### src/rtl/tone_seq_pkg.sv
`default_nettype none
// ============================================================================
// Module   : tone_seq_pkg
// Purpose  : Shared types, constants and helpers for the tone sequencer.
//            State encodings, the tone control fields held per FIFO entry,
//            generator handshake timing and the OSR sample-period helper.
// Revision : 1.0 - initial release
// ============================================================================
package tone_seq_pkg;

  localparam int TONE_FC_W   = 30;
  localparam int ACT_TIMEOUT = 64;
  localparam int STOP_CYCLES = 2;

  // Sequencer states
  localparam logic [2:0] S_IDLE     = 3'd0;
  localparam logic [2:0] S_LAUNCH   = 3'd1;
  localparam logic [2:0] S_WAIT_ACT = 3'd2;
  localparam logic [2:0] S_RUN      = 3'd3;
  localparam logic [2:0] S_STOP     = 3'd4;

  // Per-tone control fields; the duration field sits below these in a
  // FIFO entry because its width is a sequencer parameter.
  typedef struct packed {
    logic [TONE_FC_W-1:0] fc;
    logic                 last;
  } tone_ctl_t;

  // Generator clock cycles per output sample: 32, 64, 128 or 256.
  function automatic logic [8:0] osr_period(input logic [1:0] level);
    return 9'd32 << level;
  endfunction

endpackage : tone_seq_pkg
`default_nettype wire

### src/rtl/tone_fifo.sv
`default_nettype none
// ============================================================================
// Module   : tone_fifo
// Purpose  : Synchronous FIFO for tone entries. Supports simultaneous push
//            and pop (including push into a full FIFO when a pop frees the
//            slot in the same cycle) and a synchronous flush.
// Revision : 1.0 - initial release
// ============================================================================
module tone_fifo #(
  parameter int DEPTH = 8,
  parameter int WIDTH = 8
) (
  input  logic                     clk,
  input  logic                     reset_n,
  input  logic                     i_flush,
  input  logic                     i_push,
  input  logic [WIDTH-1:0]         i_push_data,
  input  logic                     i_pop,
  output logic [WIDTH-1:0]         o_head,
  output logic [$clog2(DEPTH):0]   o_level
);

  localparam int AW = $clog2(DEPTH);
  localparam int LW = AW + 1;
  localparam logic [LW-1:0] FULL = LW'(DEPTH);

  logic [WIDTH-1:0] r_mem [DEPTH];
  logic [AW-1:0]    r_rd_ptr;
  logic [AW-1:0]    r_wr_ptr;
  logic [LW-1:0]    r_level;
  logic             w_pop;
  logic             w_push;

  // A pop never sees the entry written in the same cycle, since it is gated
  // by the registered level.
  assign w_pop  = i_pop && (r_level != '0);
  assign w_push = i_push && !i_flush && ((r_level != FULL) || w_pop);

  // Storage array, no reset needed
  always_ff @(posedge clk) begin
    if (w_push) begin
      r_mem[r_wr_ptr] <= i_push_data;
    end
  end

  // Pointer and occupancy bookkeeping
  always_ff @(posedge clk) begin
    if (!reset_n || i_flush) begin
      r_rd_ptr <= '0;
      r_wr_ptr <= '0;
      r_level  <= '0;
    end else begin
      if (w_push) r_wr_ptr <= r_wr_ptr + 1'b1;
      if (w_pop)  r_rd_ptr <= r_rd_ptr + 1'b1;
      case ({w_push, w_pop})
        2'b10:   r_level <= r_level + 1'b1;
        2'b01:   r_level <= r_level - 1'b1;
        default: r_level <= r_level;
      endcase
    end
  end

  assign o_head  = r_mem[r_rd_ptr];
  assign o_level = r_level;

endmodule : tone_fifo
`default_nettype wire

### src/rtl/tone_sequencer.sv
`default_nettype none
// ============================================================================
// Module   : tone_sequencer
// Purpose  : Buffers tones (frequency word, duration in samples, last flag),
//            starts the carrier/LO generator, retunes f_c on sample
//            boundaries and stops the generator after the last tone, on
//            abort, or on underrun.
// Options  : TONE_SEQ_LOOP_EN - adds loop_en; popped tones are re-queued and
//            the sequence repeats until abort.
// Revision : 1.0 - initial release
// ============================================================================
module tone_sequencer
  import tone_seq_pkg::*;
#(
  parameter int FIFO_DEPTH = 8,
  parameter int DUR_W      = 16
) (
  input  logic                        clk,
  input  logic                        reset_n,
  input  logic                        tone_valid,
  output logic                        tone_ready,
  input  logic [TONE_FC_W-1:0]        tone_fc,
  input  logic [DUR_W-1:0]            tone_dur,
  input  logic                        tone_last,
  input  logic                        go,
  input  logic                        abort,
`ifdef TONE_SEQ_LOOP_EN
  input  logic                        loop_en,
`endif
  input  logic [1:0]                  osr_level,
  input  logic                        gen_active,
  output logic                        gen_start,
  output logic                        gen_reset_n,
  output logic [TONE_FC_W-1:0]        gen_f_c,
  output logic                        busy,
  output logic                        done,
  output logic                        underrun,
  output logic [$clog2(FIFO_DEPTH):0] fifo_level
);

  localparam int LW      = $clog2(FIFO_DEPTH) + 1;
  localparam int ENTRY_W = TONE_FC_W + 1 + DUR_W;
  localparam int WAIT_W  = $clog2(ACT_TIMEOUT);

  logic [2:0]           r_state;
  logic [1:0]           r_osr;
  logic [7:0]           r_samp_cnt;
  logic [DUR_W-1:0]     r_tone_cnt;
  logic                 r_last;
  logic [WAIT_W-1:0]    r_wait_cnt;
  logic [1:0]           r_stop_cnt;
  logic                 r_gen_start;
  logic                 r_gen_reset_n;
  logic [TONE_FC_W-1:0] r_gen_fc;
  logic                 r_done;
  logic                 r_underrun;

  logic [ENTRY_W-1:0]   w_head;
  logic [ENTRY_W-1:0]   w_push_data;
  tone_ctl_t            w_head_ctl;
  logic [DUR_W-1:0]     w_head_dur;
  logic [DUR_W-1:0]     w_head_len;
  logic [LW-1:0]        w_level;
  logic [7:0]           w_reload;
  logic [8:0]           w_period;
  logic                 w_loop_en;
  logic                 w_idle;
  logic                 w_final;
  logic                 w_launch;
  logic                 w_retune;
  logic                 w_pop;
  logic                 w_push;
  logic                 w_loop_wr;
  logic                 w_flush;
  logic                 w_set_ur;
  logic [2:0]           w_state_nxt;

`ifdef TONE_SEQ_LOOP_EN
  assign w_loop_en = loop_en;
`else
  assign w_loop_en = 1'b0;
`endif

  assign w_head_ctl = w_head[ENTRY_W-1:DUR_W];
  assign w_head_dur = w_head[DUR_W-1:0];
  assign w_head_len = (w_head_dur == '0) ? DUR_W'(1) : w_head_dur;
  assign w_period   = osr_period(r_osr);
  assign w_reload   = 8'(w_period - 9'd1);
  assign w_idle     = (r_state == S_IDLE);
  assign w_final    = (r_samp_cnt == 8'd0) && (r_tone_cnt == DUR_W'(1));
  assign w_flush    = w_idle && abort;

  // Next-state decision and the pop/underrun events it implies
  always_comb begin
    w_state_nxt = r_state;
    w_launch    = 1'b0;
    w_retune    = 1'b0;
    w_set_ur    = 1'b0;
    case (r_state)
      S_IDLE: begin
        if (!abort && go && (w_level != '0)) begin
          w_launch    = 1'b1;
          w_state_nxt = S_LAUNCH;
        end
      end
      S_LAUNCH: begin
        w_state_nxt = abort ? S_STOP : S_WAIT_ACT;
      end
      S_WAIT_ACT: begin
        if (abort) begin
          w_state_nxt = S_STOP;
        end else if (gen_active) begin
          w_state_nxt = S_RUN;
        end else if (r_wait_cnt == WAIT_W'(ACT_TIMEOUT - 1)) begin
          w_state_nxt = S_STOP;
          w_set_ur    = 1'b1;
        end
      end
      S_RUN: begin
        if (abort) begin
          w_state_nxt = S_STOP;
        end else if (w_final) begin
          if (r_last && !w_loop_en) begin
            w_state_nxt = S_STOP;
          end else if (w_level != '0) begin
            w_retune = 1'b1;
          end else begin
            w_state_nxt = S_STOP;
            w_set_ur    = 1'b1;
          end
        end
      end
      S_STOP: begin
        if (r_stop_cnt == 2'(STOP_CYCLES - 1)) w_state_nxt = S_IDLE;
      end
      default: w_state_nxt = S_IDLE;
    endcase
  end

  // In loop mode every popped tone, including the one taken at launch, is
  // written straight back so the list keeps cycling; host pushes are then
  // blocked so the two writers never collide.
  assign w_pop       = w_launch || w_retune;
  assign w_loop_wr   = w_loop_en && w_pop;
  assign tone_ready  = (w_level < LW'(FIFO_DEPTH)) &&
                       !(w_loop_en && (!w_idle || w_launch));
  assign w_push      = w_loop_wr || (tone_valid && tone_ready && !w_flush);
  assign w_push_data = w_loop_wr ? w_head : {tone_fc, tone_last, tone_dur};

  tone_fifo #(
    .DEPTH (FIFO_DEPTH),
    .WIDTH (ENTRY_W)
  ) u_fifo (
    .clk         (clk),
    .reset_n     (reset_n),
    .i_flush     (w_flush),
    .i_push      (w_push),
    .i_push_data (w_push_data),
    .i_pop       (w_pop),
    .o_head      (w_head),
    .o_level     (w_level)
  );

  // State, counters and generator-facing registers
  always_ff @(posedge clk) begin
    if (!reset_n) begin
      r_state       <= S_IDLE;
      r_osr         <= 2'd0;
      r_samp_cnt    <= 8'd0;
      r_tone_cnt    <= '0;
      r_last        <= 1'b0;
      r_wait_cnt    <= '0;
      r_stop_cnt    <= 2'd0;
      r_gen_start   <= 1'b0;
      r_gen_reset_n <= 1'b0;
      r_gen_fc      <= '0;
      r_done        <= 1'b0;
      r_underrun    <= 1'b0;
    end else begin
      r_state       <= w_state_nxt;
      r_gen_start   <= w_launch;
      r_done        <= (w_state_nxt == S_STOP) && (r_state != S_STOP);
      // Held low for the whole STOP window, released otherwise
      r_gen_reset_n <= (w_state_nxt != S_STOP);

      if (w_launch) r_osr <= osr_level;

      if (w_pop) begin
        r_gen_fc   <= w_head_ctl.fc;
        r_last     <= w_head_ctl.last;
        r_tone_cnt <= w_head_len;
      end else if ((r_state == S_RUN) && (r_samp_cnt == 8'd0)) begin
        r_tone_cnt <= r_tone_cnt - 1'b1;
      end

      if (r_state == S_WAIT_ACT) begin
        r_samp_cnt <= w_reload;
      end else if (r_state == S_RUN) begin
        r_samp_cnt <= (r_samp_cnt == 8'd0) ? w_reload : r_samp_cnt - 8'd1;
      end

      r_wait_cnt <= (r_state == S_WAIT_ACT) ? r_wait_cnt + 1'b1 : '0;
      r_stop_cnt <= (r_state == S_STOP) ? r_stop_cnt + 2'd1 : 2'd0;

      if (w_launch)      r_underrun <= 1'b0;
      else if (w_set_ur) r_underrun <= 1'b1;
    end
  end

  assign gen_start   = r_gen_start;
  assign gen_reset_n = r_gen_reset_n;
  assign gen_f_c     = r_gen_fc;
  assign busy        = !w_idle;
  assign done        = r_done;
  assign underrun    = r_underrun;
  assign fifo_level  = w_level;

endmodule : tone_sequencer
`default_nettype wire

### config.mk
export PLATFORM = sky130hd
export DESIGN_NAME = tone_sequencer
export DESIGN_NICKNAME = d
export VERILOG_FILES = /design/src/rtl/tone_seq_pkg.sv /design/src/rtl/tone_fifo.sv /design/src/rtl/tone_sequencer.sv
export SDC_FILE = /design/constraint.sdc
export NUM_CORES = 1
export LEC_CHECK = 0
export BUFFER_PORTS_ARGS = -buffer_cell sky130_fd_sc_hd__buf_2
export CORE_AREA = 2 2 176 178
export DETAILED_ROUTE_END_ITERATION = 10
export DIE_AREA = 0 0 178 180
export PLACE_DENSITY_LB_ADDON = 0.15
export SYNTH_ARGS = -nofsm -noshare
export SYNTH_HDL_FRONTEND = slang
export SYNTH_SLANG_ARGS = --single-unit
### constraint.sdc
create_clock -name clk -period 10.6 [get_ports clk]
set_input_delay 2.65 -clock clk [delete_from_list [all_inputs] [get_ports clk]]
set_output_delay 2.65 -clock clk [all_outputs]
set_load 0.02 [all_outputs]
==> reports/summary.txt <==
status: complete, no violations
largest family of logic cells by synthesized area: multiplexers
slew margin rel.: 26.7%
Post-CTS Setup Bufs: 0
First DRT Iteration DRCs: 632
Placed Instances: 1457
mean post-synth cell area: 17.7 um2
Synth Area in XOR/XNOR: 1.13%
Final Cycle Share: 45.8%
Synth top area share: 63.4%
final setup violation count: 0
Final nets: 1175
post-layout min period: 4.86 ns
clock sink count: 461
crit path max fanout: 48
fin cells: 1540
Core Footprint: 30200 um2
Total Routing Usage GR: 21.9%
pwr dens: 178 nW/um2
Synthesized Nets: 1074
Setup CP Type: input pin to register
register bit total from synthesis: 461
Reg area: 13000 um2
fraction of registers with async set/reset: 0%
max-cap violations: 0
crit path DAT: 5.31 ns
worst endpoint required time: 11.05 ns
vias: 9181
Post-DP Area: 18700 um2
Die W: 178 um
met3 Use GR: 4.04%
Buffers on Ports: 94
warnings from Yosys: 0
Routed Antenna Nets: 0
initial core utilization: 59.0%
dpl hpwl: 18500 um
CTS Buf Count: 46
post-cts sizing count: 0
Post-Synth Simple-Gate Area: 5.06%
number of max-slew violations in the final report: 0
top_reg_cell synth: edfxtp_1
die area: 32000 um2
clock latency at the later pin of the worst-skew pair: 0.53 ns
first-pass GRT wire length: 53200 um
pin count of the biggest net entering global routing: 53
Layout Skew: 0.0108 ns
footprint of the multi-input gates: 4590 um2
fillers: 2031
Setup crit start kind: input pin
Synth Cell Area: 17800 um2
RSZ-0062 raised after global routing: false
WL per Instance: 22.1 um
DRC viols: 0
mean number of vias per cell: 5.96
multiplexer share of the synthesized area: 13.9%
endpoint type of the worst setup path: register
CTS root buffer: clkbuf_16
layout cells sized above 1: 23.6%
clk slew on worst S/H paths: 0.06 ns
R2R Setup Slk: 6.53 ns
Synth area leaders: edfxtp_1, mux4_2, dfxtp_1
compound-cell area share of the yosys netlist: 4.59%
Top Usage Layer GRT: met2
hold buffer count at cts: 0
fin util: 66.6%
wirelength, routed: 34000 um
Synth Area in Adders: 0.772%
Final GP Congestion: 0.813
initial antenna violation count: 2
GR Util met2: 35.6%
Leak Pwr: 6.66 nW
Seq/Total Area, Yosys: 72.9%
CTS Buffer Depth: 3
maximum VDD drop: 0.000156 V
number of synthesized flops with an enable pin: 376
CTS tree: done
H-tree level count: 2
Area Overhead vs Synth: 12.8%
worst min-delay path class: register to register
vias in the first global route: 9227
Hold Slack: 0.435 ns
GRT overflow: 0
met1 usage: 31.6%
First-pass DRT Iterations: 5
Cell variety after synth: 53
final hold vios: 0
io pins: 95
max frequency: 206 MHz
post-route cell area: 20100 um2
row cnt: 64
setup TNS: 0 ns
chip height: 180 um
cell count after synthesis: 1008
worst-margin pin slew: 1.10 ns
post-synth top area cell: edfxtp_1
[critical path, stage by stage]
cell and delay, ns:
buf_2 0.13, inv_1 0.13, nand4_1 0.38, o21ai_4 0.15
buf_4 0.49, ha_1 0.39, xor2_1 0.18, ha_1 0.16
a21oi_1 0.05, xor2_1 0.16, or3_1 0.31, a21oi_1 0.14
[area by class of cell]
class,count,share of cell area [%]
Antenna cell,1,0.0124
Clock inverter,24,0.821
Multi-Input combinational cell,479,22.8
Sequential cell,461,64.7
Timing Repair Buffer,109,2.90
Clock buffer,58,6.10
Tap cell,396,2.46
Inverter,12,0.224
[metal layers]
layer / up-vias / share of wire [%]
li1: 4233 / -
met1: 4655 / 44
met2: 246 / 49
met3: 43 / 5.6
met4: 4 / 1.3
met5: - / 0.062
[cell usage after synthesis (all sizes together), types with 12 or more instances]
master / number
a211oi: 36
nand2b: 13
edfxtp: 376
nor2: 72
a21oi: 19
nand2: 29
dfxtp: 85
xor2: 16
clkbuf: 33
nor3: 14
mux2i: 65
buf: 23
mux4: 80
nor4: 12
[cell usage in the layout (no fill, tap or decap), types with 5 or more instances in the layout]
cell type / netlist / routed
a211oi_1: 36 / 36
a21oi_1: 19 / 19
buf_2: 16 / 94
buf_4: 3 / 15
clkbuf_1: 33 / 10
clkbuf_16: 0 / 47
clkinv_1: 1 / 12
clkinv_2: 0 / 8
dfxtp_1: 85 / 82
edfxtp_1: 376 / 376
ha_1: 11 / 11
inv_1: 11 / 10
mux2i_1: 65 / 65
mux4_2: 80 / 80
nand2_1: 29 / 29
nand2b_1: 13 / 13
nand3_1: 11 / 11
nor2_1: 72 / 69
nor3_1: 14 / 10
nor4_1: 11 / 10
o211a_1: 9 / 9
o21ai_0: 9 / 9
o221ai_1: 5 / 5
o22ai_1: 11 / 11
or3_1: 11 / 11
xnor2_1: 7 / 7
xor2_1: 16 / 16
[power breakdown]
part	leakage (nW)	internal (mW)	switching, mW	total (mW)
sequential	4.09	1.98	0.00907	1.99
combinational	1.89	0.0382	0.0663	0.105
clock	0.680	0.865	0.628	1.49
[registers in the layout (all words and copies together) (netlist names), 2 cells and up, named ones only]
register	flops
r_state	3
r_tone_cnt	16
r_wait_cnt	6
u_fifo.r_rd_ptr	3
r_samp_cnt	8
u_fifo.o_level	4
r_osr	2
u_fifo.r_mem	376
r_stop_cnt	2
gen_f_c	30
u_fifo.r_wr_ptr	3
[worst paths after layout]
path	depth (start not counted)	endpoint	start
max	12	u_fifo.o_level[2]$_SDFFE_PP0P_	abort
min reg2reg	1	r_stop_cnt[0]$_SDFF_PN0_	r_stop_cnt[0]$_SDFF_PN0_
min	1	r_stop_cnt[0]$_SDFF_PN0_	r_stop_cnt[0]$_SDFF_PN0_
max reg2reg	12	u_fifo.o_level[2]$_SDFFE_PP0P_	r_samp_cnt[3]$_SDFFE_PN0P_
[per-stage QoR]
stage,setup WS (ns),power [mW]
floorplan,2.45,2.08
global placement,5.25,2.13
detailed placement,5.23,2.13
CTS,5.79,3.61
global route,5.48,3.70
finish,5.74,3.58
[kinds of logic after synthesis]
logic type	Yosys count
buffers and inverters	68
xor gates and xnor gates	23
DFF	461
and+or+nand+nor	184
adders and majority gates	11
muxes	147
AOI/OAI and AO/OA	114
(Power assumes the default switching activity.)
